[config.mk]
export PLATFORM = sky130hd
export DESIGN_NAME = game_tick_scheduler
export DESIGN_NICKNAME = d
export VERILOG_FILES = /design/src/rtl/game_pkg.sv /design/src/rtl/tick_channel.sv /design/src/rtl/game_tick_scheduler.sv
export SDC_FILE = /design/constraint.sdc
export NUM_CORES = 1
export LEC_CHECK = 0
export ABC_AREA = 1
export CORE_MARGIN = 2
export CORE_UTILIZATION = 60
export CTS_CLUSTER_SIZE = 12
export DETAILED_ROUTE_END_ITERATION = 7
export PLACE_DENSITY = 0.91
export SLEW_MARGIN = 20
export SYNTH_ARGS = -nofsm -noshare
export SYNTH_HDL_FRONTEND = slang
export SYNTH_SLANG_ARGS = --single-unit
[constraint.sdc]
create_clock -name clk -period 2.25 [get_ports clk]
set_input_delay 0.45 -clock clk [delete_from_list [all_inputs] [get_ports clk]]
set_output_delay 0.45 -clock clk [all_outputs]
set_load 0.1 [all_outputs]
[src/rtl/game_pkg.sv]
// Shared definitions for the game timing block and the renderer: phase
// encodings, default rates/periods and the obstacle-period helper.
package game_pkg;

  localparam logic [2:0] PH_IDLE      = 3'd0;
  localparam logic [2:0] PH_COUNTDOWN = 3'd1;
  localparam logic [2:0] PH_RUN       = 3'd2;
  localparam logic [2:0] PH_PAUSE     = 3'd3;
  localparam logic [2:0] PH_OVER      = 3'd4;

  localparam int DEF_CLK_HZ    = 50_000_000;
  localparam int DEF_BASE_HZ   = 1000;
  localparam int DEF_OBST_BASE = 500;
  localparam int DEF_OBST_STEP = 40;
  localparam int DEF_OBST_MIN  = 100;
  localparam int DEF_ANIM_PER  = 100;
  localparam int DEF_SEC_PER   = 1000;
  localparam int DEF_CD_START  = 3;

  // Obstacle period in base ticks; 32-bit math so the subtraction cannot wrap.
  function automatic int obst_period(input int lvl, input int base,
                                     input int step, input int pmin);
    int drop;
    drop = lvl * step;
    if (drop >= base - pmin) return pmin;
    return base - drop;
  endfunction

  function automatic int cnt_width(input int max_val);
    return (max_val < 1) ? 1 : $clog2(max_val + 1);
  endfunction

endpackage

[src/rtl/tick_channel.sv]
// Reloadable down-counter: fires when it is at zero and enabled, then
// reloads; i_clear restarts the period from the reload value.
module tick_channel #(
  parameter int W = 8
) (
  input  logic         clk,
  input  logic         reset,
  input  logic         i_clear,
  input  logic         i_enable,
  input  logic [W-1:0] i_reload,
  output logic         o_fire
);

  logic [W-1:0] r_cnt;

  assign o_fire = i_enable && (r_cnt == '0);

  // NOTE: sequential state uses non-blocking assignments so every register
  // samples the pre-edge values of its neighbours.
  always_ff @(posedge clk or posedge reset) begin
    if (reset) begin
      r_cnt <= '0;
    end else if (i_clear || o_fire) begin
      r_cnt <= i_reload;
    end else if (i_enable) begin
      r_cnt <= r_cnt - W'(1);
    end
  end

endmodule

[src/rtl/game_tick_scheduler.sv]
// Game timing controller: shared base-tick prescaler, three derived tick
// channels and the IDLE/COUNTDOWN/RUN/PAUSE/OVER phase machine.
module game_tick_scheduler
  import game_pkg::*;
#(
  parameter int CLK_HZ    = DEF_CLK_HZ,
  parameter int BASE_HZ   = DEF_BASE_HZ,
  parameter int OBST_BASE = DEF_OBST_BASE,
  parameter int OBST_STEP = DEF_OBST_STEP,
  parameter int OBST_MIN  = DEF_OBST_MIN,
  parameter int ANIM_PER  = DEF_ANIM_PER,
  parameter int SEC_PER   = DEF_SEC_PER,
  parameter int CD_START  = DEF_CD_START,
  parameter int LEVEL_W   = 4
) (
  input  logic               clk,
  input  logic               reset,
  input  logic               start,
  input  logic               pause_toggle,
  input  logic               game_over,
  input  logic [LEVEL_W-1:0] level,
  output logic               base_tick,
  output logic               obst_tick,
  output logic               anim_tick,
  output logic               sec_tick,
  output logic [1:0]         countdown,
  output logic [2:0]         phase,
  output logic               running
);

  localparam int DIV      = CLK_HZ / BASE_HZ;
  localparam int PW       = cnt_width(DIV - 1);
  localparam int OBST_MAX = (OBST_BASE > OBST_MIN) ? OBST_BASE : OBST_MIN;
  localparam int OW       = cnt_width(OBST_MAX - 1);
  localparam int AW       = cnt_width(ANIM_PER - 1);
  localparam int SW       = cnt_width(SEC_PER - 1);
  localparam logic [PW-1:0] LAST = PW'(DIV - 1);

  logic [2:0]    r_phase;
  logic [1:0]    r_countdown;
  logic [PW-1:0] r_presc;
  logic          r_base_tick;
  logic          r_obst_tick;
  logic          r_anim_tick;
  logic          r_sec_tick;

  logic          w_active;
  logic          w_go;
  logic          w_toggle;
  logic          w_start;
  logic          w_leave;
  logic          w_advance;
  logic          w_base_fire;
  logic          w_run_fire;
  logic          w_obst_fire;
  logic          w_anim_fire;
  logic          w_sec_fire;
  logic [OW-1:0] w_obst_reload;

  // Event decode with priority game_over > pause_toggle > start.
  assign w_active  = (r_phase == PH_COUNTDOWN) || (r_phase == PH_RUN);
  assign w_go      = game_over && (w_active || (r_phase == PH_PAUSE));
  assign w_toggle  = pause_toggle && !game_over &&
                     ((r_phase == PH_RUN) || (r_phase == PH_PAUSE));
  assign w_start   = start && ((r_phase == PH_IDLE) || (r_phase == PH_OVER));

  // Counting freezes in the cycle that leaves an active phase, which both
  // suppresses any tick due then and preserves the count across a pause.
  assign w_leave     = w_go || (w_toggle && (r_phase == PH_RUN));
  assign w_advance   = w_active && !w_leave;
  assign w_base_fire = w_advance && (r_presc == LAST);
  assign w_run_fire  = w_base_fire && (r_phase == PH_RUN);

  assign w_obst_reload = OW'(obst_period(int'(level), OBST_BASE, OBST_STEP, OBST_MIN) - 1);

  always_ff @(posedge clk or posedge reset) begin
    if (reset) begin
      r_presc <= '0;
    end else if (w_start || !(w_active || (r_phase == PH_PAUSE))) begin
      r_presc <= '0;
    end else if (w_advance) begin
      r_presc <= (r_presc == LAST) ? '0 : r_presc + PW'(1);
    end
  end

  tick_channel #(.W(OW)) u_obst (
    .clk      (clk),
    .reset    (reset),
    .i_clear  (w_start),
    .i_enable (w_run_fire),
    .i_reload (w_obst_reload),
    .o_fire   (w_obst_fire)
  );

  tick_channel #(.W(AW)) u_anim (
    .clk      (clk),
    .reset    (reset),
    .i_clear  (w_start),
    .i_enable (w_run_fire),
    .i_reload (AW'(ANIM_PER - 1)),
    .o_fire   (w_anim_fire)
  );

  tick_channel #(.W(SW)) u_sec (
    .clk      (clk),
    .reset    (reset),
    .i_clear  (w_start),
    .i_enable (w_base_fire),
    .i_reload (SW'(SEC_PER - 1)),
    .o_fire   (w_sec_fire)
  );

  always_ff @(posedge clk or posedge reset) begin
    if (reset) begin
      r_base_tick <= 1'b0;
      r_obst_tick <= 1'b0;
      r_anim_tick <= 1'b0;
      r_sec_tick  <= 1'b0;
    end else begin
      r_base_tick <= w_base_fire;
      r_obst_tick <= w_obst_fire;
      r_anim_tick <= w_anim_fire;
      r_sec_tick  <= w_sec_fire;
    end
  end

  always_ff @(posedge clk or posedge reset) begin
    if (reset) begin
      r_phase     <= PH_IDLE;
      r_countdown <= 2'd0;
    end else begin
      case (r_phase)
        PH_IDLE, PH_OVER: begin
          if (w_start) begin
            r_phase     <= PH_COUNTDOWN;
            r_countdown <= 2'(CD_START);
          end
        end
        PH_COUNTDOWN: begin
          if (w_go) begin
            r_phase     <= PH_OVER;
            r_countdown <= 2'd0;
          end else if (w_sec_fire) begin
            if (r_countdown == 2'd1) begin
              r_phase     <= PH_RUN;
              r_countdown <= 2'd0;
            end else begin
              r_countdown <= r_countdown - 2'd1;
            end
          end
        end
        PH_RUN: begin
          if (w_go)          r_phase <= PH_OVER;
          else if (w_toggle) r_phase <= PH_PAUSE;
        end
        PH_PAUSE: begin
          if (w_go)          r_phase <= PH_OVER;
          else if (w_toggle) r_phase <= PH_RUN;
        end
        default: begin
          r_phase     <= PH_IDLE;
          r_countdown <= 2'd0;
        end
      endcase
    end
  end

  assign base_tick = r_base_tick;
  assign obst_tick = r_obst_tick;
  assign anim_tick = r_anim_tick;
  assign sec_tick  = r_sec_tick;
  assign countdown = r_countdown;
  assign phase     = r_phase;
  assign running   = (r_phase == PH_RUN);

endmodule

==> flow_summary.toml, run 1 <==
[status]
outcome = "finished, final reports clean"

[timing]
fin_hold_ws_ns = 0.483
setup_slack_ns = 0.0821
skew_ns = 0.00273
finalMaxSlewViolations = 0
hold_viol_final = 0
finalCritPeriodShare_pct = 96.3
fin_crit_ns = 2.17
max_freq_mhz = 461
finalSetupViolations = 0
tns_ns = 0
maxSlewHeadroom_pct = 72.9
worstMarginPinSlew_ns = 0.402

[clocking]
clockBufferDepth = 2
ctsHoldBuffers = 0
clock_sinks = 51
numCtsBuffers = 5
path_clk_slew_ns = 0.10
root_buffer = "clkbuf_8"
cts_tree = "done"
insertion_delay_ns = 0.30
htree_levels = 2

[grt]
grt_pass1_wl_um = 13300
grt.total_usage_pct = 26.2
gr-total-overflow = 0
antenna_found_initial = 0
grt_max_degree = 52
first_global_vias = 3058

[setup_path]
end_kind = "flip-flop"
worst_setup_path_start_kind = "input pin"
critPathMaxFanout = 3
r2r_slack_ns = 0.37
cp.required_ns = 2.46
startpoint = "level[2]"
arrival_ns = 2.38
r2r-start = "u_obst.r_cnt[0]"
worstSetupPathType = "input pin to flip-flop"

[floorplan]
die_height_um = 79.1
die_area_um2 = 6250
fp.dieW_um = 79.1
num_rows = 27
core_um2 = 5470
start_util_pct = 61.8
io-pin-count = 19

[place]
gp_congestion = 0.914
dp_cells = 553
place_ws_ns = -0.465
dpl.hpwl_um = 5540
port-buffer-count = 18

[finish]
stdcell_count = 562
antenna_cells = 0
final_cell_mix = "nand2_1, inv_1, nor2_1, dfrtp_1, nand3_1"
n_fill_cell = 437
final_common_cell = "nand2_1"
final_nets = 511
syn_to_final_growth_pct = 14.1
layout-drive-gt1-share_pct = 15.7

[drt]
finalWirelength_um = 7700
first_iter_violations = 194
vias = 3117
drc = 0
routed_via_density = 5.55
ant_nets = 0
wl_per_cell_um = 13.7
drt_first_pass_iters = 6

[yosys]
synthTopCellsByArea = "dfrtp_1, nand2_1, inv_1"
synth_cell_types = 34
syn-cell-area_um2 = 3380
synth_area_per_cell_um2 = 7.43
syn_inst = 455
synth_top_area_share_pct = 37.8
synth_nets = 477
synth-seq-area-share_pct = 37.8
ys_warn_count = 0
synth_top_area_cell = "dfrtp_1"
ys_ff_latch = 51

[pwr]
p_total_w = 0.00415
vdd_drop_max_v = 0.000763
power_density_nw_per_um2 = 1070
leakage_nw = 1.86

[worst_hold_path]
hold_path_startpoint = "u_anim.r_cnt[6]"
min_path_type = "flip-flop to flip-flop"

[run]
cap_viol_max_count = 0
==> power breakdown <==
part / total, W / switching [W] / internal [W]
sequential: 0.00130 / 0.000181 / 0.00111
combinational: 0.00209 / 0.00150 / 0.000591
clock: 0.000761 / 0.000318 / 0.000444
==> cell families (layout without fill, tap and decap cells) <==
family	count (synthesis)	after routing	share of synthesized area, %
AO/OA/AOI/OAI	51	51	8.44
XOR/XNOR	17	17	4.41
adder cells (fa/ha/maj)	13	13	5.04
buffers and inverters	77	112	9.33
flip-flops	51	51	37.8
AND/OR/NAND/NOR	246	246	35.0
==> final timing paths <==
path	cells after the start	endpoint
min in group asynchronous	3	u_sec.r_cnt[6]
worst min register to register	1	anim_tick
worst min-delay path	1	anim_tick
max in group asynchronous	3	phase[1]
worst max-delay path	12	u_obst.r_cnt[4]
worst max register to register	9	u_obst.r_cnt[6]
==> through the flow <==
step	util (%)	cell area, µm²
finish	70.5	3860
global route	70.5	3860
CTS	70.3	3850
detailed placement	67.7	3710
global placement	67.7	3710
floorplan	-	3390
==> worst max-delay path: stages <==
cell             delay (ns)
clkdlybuf4s50_1        0.42
ha_1                   0.19
ha_2                   0.18
fa_2                   0.34
xor2_1                 0.19
nand3_1                0.15
nand2_2                0.11
inv_1                  0.06
nand3_1                0.06
o211ai_1               0.10
nand2_1                0.08
inv_1                  0.04
==> final cells by class <==
class / instances / area, µm² / share of cell area [%]
Timing Repair Buffer: 29 / 263 / 6.81
Clock inverter: 3 / 67.6 / 1.75
Clock buffer: 5 / 68.8 / 1.78
Tap cell: 72 / 90.1 / 2.34
Sequential cell: 51 / 1280 / 33.2
Multi-Input combinational cell: 327 / 1800 / 46.7
Inverter: 75 / 288 / 7.46
==> what timing repair did <==
item,4_1_cts,5_1_grt
setup endpoints to repair,5,2
buffers inserted,0,1
gates resized for setup,5,1
pin swaps,3,2
==> cell usage after synthesis, drive strengths merged <==
cell,number
nor3,12
nand2,109
o21ai,23
o211ai,5
dfrtp,51
ha,12
and3,1
fa,1
o22ai,1
a211oi,1
buf,2
a31oi,1
nand3,47
nand4,17
nor2,59
o31ai,2
nor4,1
xnor2,2
inv,75
a21oi,18
xor2,15
==> state kept, by name, summed over array words and instances (netlist names) <==
register,flops
anim_tick,1
base_tick,1
countdown,2
obst_tick,1
phase,3
r_presc,16
sec_tick,1
u_anim.r_cnt,7
u_obst.r_cnt,9
u_sec.r_cnt,10
==> metal layers <==
metal	global-route usage (%)	wire (µm)	up-vias
met3	3.98	300	21
met1	32.6	3280	1481
met2	46.4	3940	75
li1	-	-	1540
met4	8.97	180	0
met5	0	0	-
Power figures use the tool's default switching activity.
==> inputs of run 2 (changes only) <==
--- a/config.mk
+++ b/config.mk
@@ -10,6 +10,7 @@
 export CORE_UTILIZATION = 60
 export CTS_CLUSTER_SIZE = 12
 export DETAILED_ROUTE_END_ITERATION = 7
+export GPL_TIMING_DRIVEN = 0
 export PLACE_DENSITY = 0.91
 export SLEW_MARGIN = 20
 export SYNTH_ARGS = -nofsm -noshare
==> flow_summary.toml, run 2 (synthesized netlist as in run 1, its figures left out) <==
[status]
outcome = "finished, final reports clean"

[worst_hold_path]
hold_depth = 1
min_path_type = "flip-flop to flip-flop"
hold_path_startpoint = "u_anim.r_cnt[6]"
holdPathEnd = "anim_tick"

[timing]
max_freq_mhz = 448
finalSetupViolations = 0
fin_crit_ns = 2.23
maxSlewHeadroom_pct = 34.6
finalMaxSlewViolations = 0
tns_ns = 0
hold_viol_final = 0
setup_slack_ns = 0.0186
worstMarginPinSlew_ns = 0.984
finalCritPeriodShare_pct = 99.2
skew_ns = 0.00743

[clocking]
htree_levels = 2
root_buffer = "clkbuf_8"
clockBufferDepth = 2
ctsHoldBuffers = 0
insertion_delay_ns = 0.31
clock_sinks = 51
cts_tree = "done"
numCtsBuffers = 5
path_clk_slew_ns = 0.10

[setup_path]
crit_top_cell = "inv_1"
r2r_slack_ns = 0.29
critPathMaxFanout = 5
worstSetupPathType = "input pin to flip-flop"
path_cells = "clkdlybuf4s15_1, ha_1, ha_2, fa_2, xor2_2, nand3_2, nand2_2, inv_1, nand3_1, o211ai_1, nand2_1, inv_1"
end_kind = "flip-flop"
slowest_stage = "fa_2"
worst_setup_path_start_kind = "input pin"
arrival_ns = 2.44
r2r-start = "u_obst.r_cnt[0]"
cp.required_ns = 2.46
reg2regPathDepth = 9
r2r_end = "u_obst.r_cnt[6]"
cp_top_family = "adder cells"
crit_buf_inv = 3
max_stage_delay_ns = 0.37

[run]
cap_viol_max_count = 0

[drt]
routed_via_density = 5.60
ant_nets = 0
wl_per_cell_um = 13.0
drc = 0
first_iter_violations = 178
finalWirelength_um = 7260
vias = 3130
drt_first_pass_iters = 5

[pwr]
power_density_nw_per_um2 = 1070
vdd_drop_max_v = 0.000795
leakage_nw = 1.86

[finish]
finish.instance_area_um2 = 3870
largest_reg_flops = 16
antenna_cells = 0
layout-drive-gt1-share_pct = 14.0
final_common_cell = "nand2_1"
stdcell_count = 559
final_cell_mix = "nand2_1, inv_1, nor2_1, dfrtp_1, nand3_1"
regMostFlops = "r_presc"
reg_top3 = "r_presc (16), u_sec.r_cnt (10), u_obst.r_cnt (9)"
final_nets = 508
n_fill_cell = 413
syn_to_final_growth_pct = 14.4

[place]
gp_congestion = 0.901
port-buffer-count = 18
dp_cells = 546
place_ws_ns = -0.640
placed_area_um2 = 3680
dpl.hpwl_um = 5340

[floorplan]
die_height_um = 79.1
fp.dieW_um = 79.1
num_rows = 27
start_util_pct = 61.8
die_area_um2 = 6250
io-pin-count = 19
core_um2 = 5470

[grt]
gr-total-overflow = 0
first_global_vias = 2915
met3_usage_pct = 4.66
met2_usage_pct = 43.1
antenna_found_initial = 0
grt_pass1_wl_um = 12400
grt.total_usage_pct = 24.7
busiest_layer = "met2"
grt_max_degree = 27
use_met1_pct = 30.6
==> run 2: changes by cell type in the layout (fill, tap and decap cells not counted) <==
cell / previous run / this run
buf_4: 19 / 5
buf_6: 0 / 1
clkbuf_2: 0 / 1
clkdlybuf4s15_1: 0 / 1
clkdlybuf4s15_2: 0 / 1
clkdlybuf4s50_1: 5 / 7
dlygate4sd2_1: 2 / 7
nand3_1: 39 / 38
nand3_2: 7 / 8
xor2_1: 15 / 14
xor2_2: 0 / 1
==> run 2: worst reg2reg max path: stages (launching register included) <==
cell and delay (ns):
dfrtp_1 0.37, inv_1 0.15, ha_1 0.21, nand3_1 0.19
nor2_1 0.19, nand2_1 0.10, nand2_2 0.17, inv_1 0.16
o211ai_1 0.19, o21ai_0 0.10
==> run 2: cell type report <==
type / count / area, µm² / share of cell area, %
buffer: 2 / 31.3 / 0.809
sequential: 51 / 1280 / 33.1
timing repair buffer: 24 / 228 / 5.89
clock inverter: 3 / 67.6 / 1.75
inverter: 75 / 288 / 7.44
multi-input combinational: 327 / 1810 / 46.9
tap: 72 / 90.1 / 2.33
clock buffer: 5 / 68.8 / 1.78
==> run 2: per-layer routing <==
layer  wire (µm)  vias to the layer above
met1        3030                     1477
met2        3730                      104
met4          99                        0
met5           0                        -
li1            -                     1536
met3         397                       13
==> run 2: how the worst max path moves through the flow <==
stage / from / to / slack, ns / cells past startpoint
2_1_floorplan: phase[2] / u_obst.r_cnt[8] / 0.04 / 8
3_3_place_gp: reset / phase[1] / -0.56 / 2
3_5_place_dp: level[1] / u_obst.r_cnt[4] / -0.64 / 12
4_1_cts: obst_tick / obst_tick / 0.006 / 1
5_1_grt: level[1] / u_obst.r_cnt[4] / -0.07 / 12
6_report: level[1] / u_obst.r_cnt[4] / 0.02 / 12
==> run 2: where the power goes <==
part | total (W) | internal [W] | switching, W | leakage (nW)
clock | 0.000760 | 0.000444 | 0.000317 | 0.0644
sequential | 0.00128 | 0.00111 | 0.000170 | 0.634
combinational | 0.00210 | 0.000605 | 0.00150 | 1.16
total | 0.00415 | 0.00216 | 0.00198 | 1.86
==> run 2: repair_timing <==
action | in CTS | in global routing
setup endpoints to repair | 12 | 5
endpoints found under the hold margin | 0 | 0
pin swaps | 2 | 2
buffers inserted | 3 | 2
resized for setup | 15 | 6
==> run 2: per-stage QoR <==
| stage | hold slack (ns) | util, % | power, W |
|---|---|---|---|
| 2_1_floorplan | 0.440 | - | 0.00292 |
| 5_1_grt | 0.502 | 70.6 | 0.00441 |
| 3_5_place_dp | 0.462 | 67.3 | 0.00338 |
| 4_1_cts | 0.486 | 70.2 | 0.00413 |
| 3_3_place_gp | 0.456 | 66.9 | 0.00329 |
| 6_report | 0.480 | 70.6 | 0.00415 |
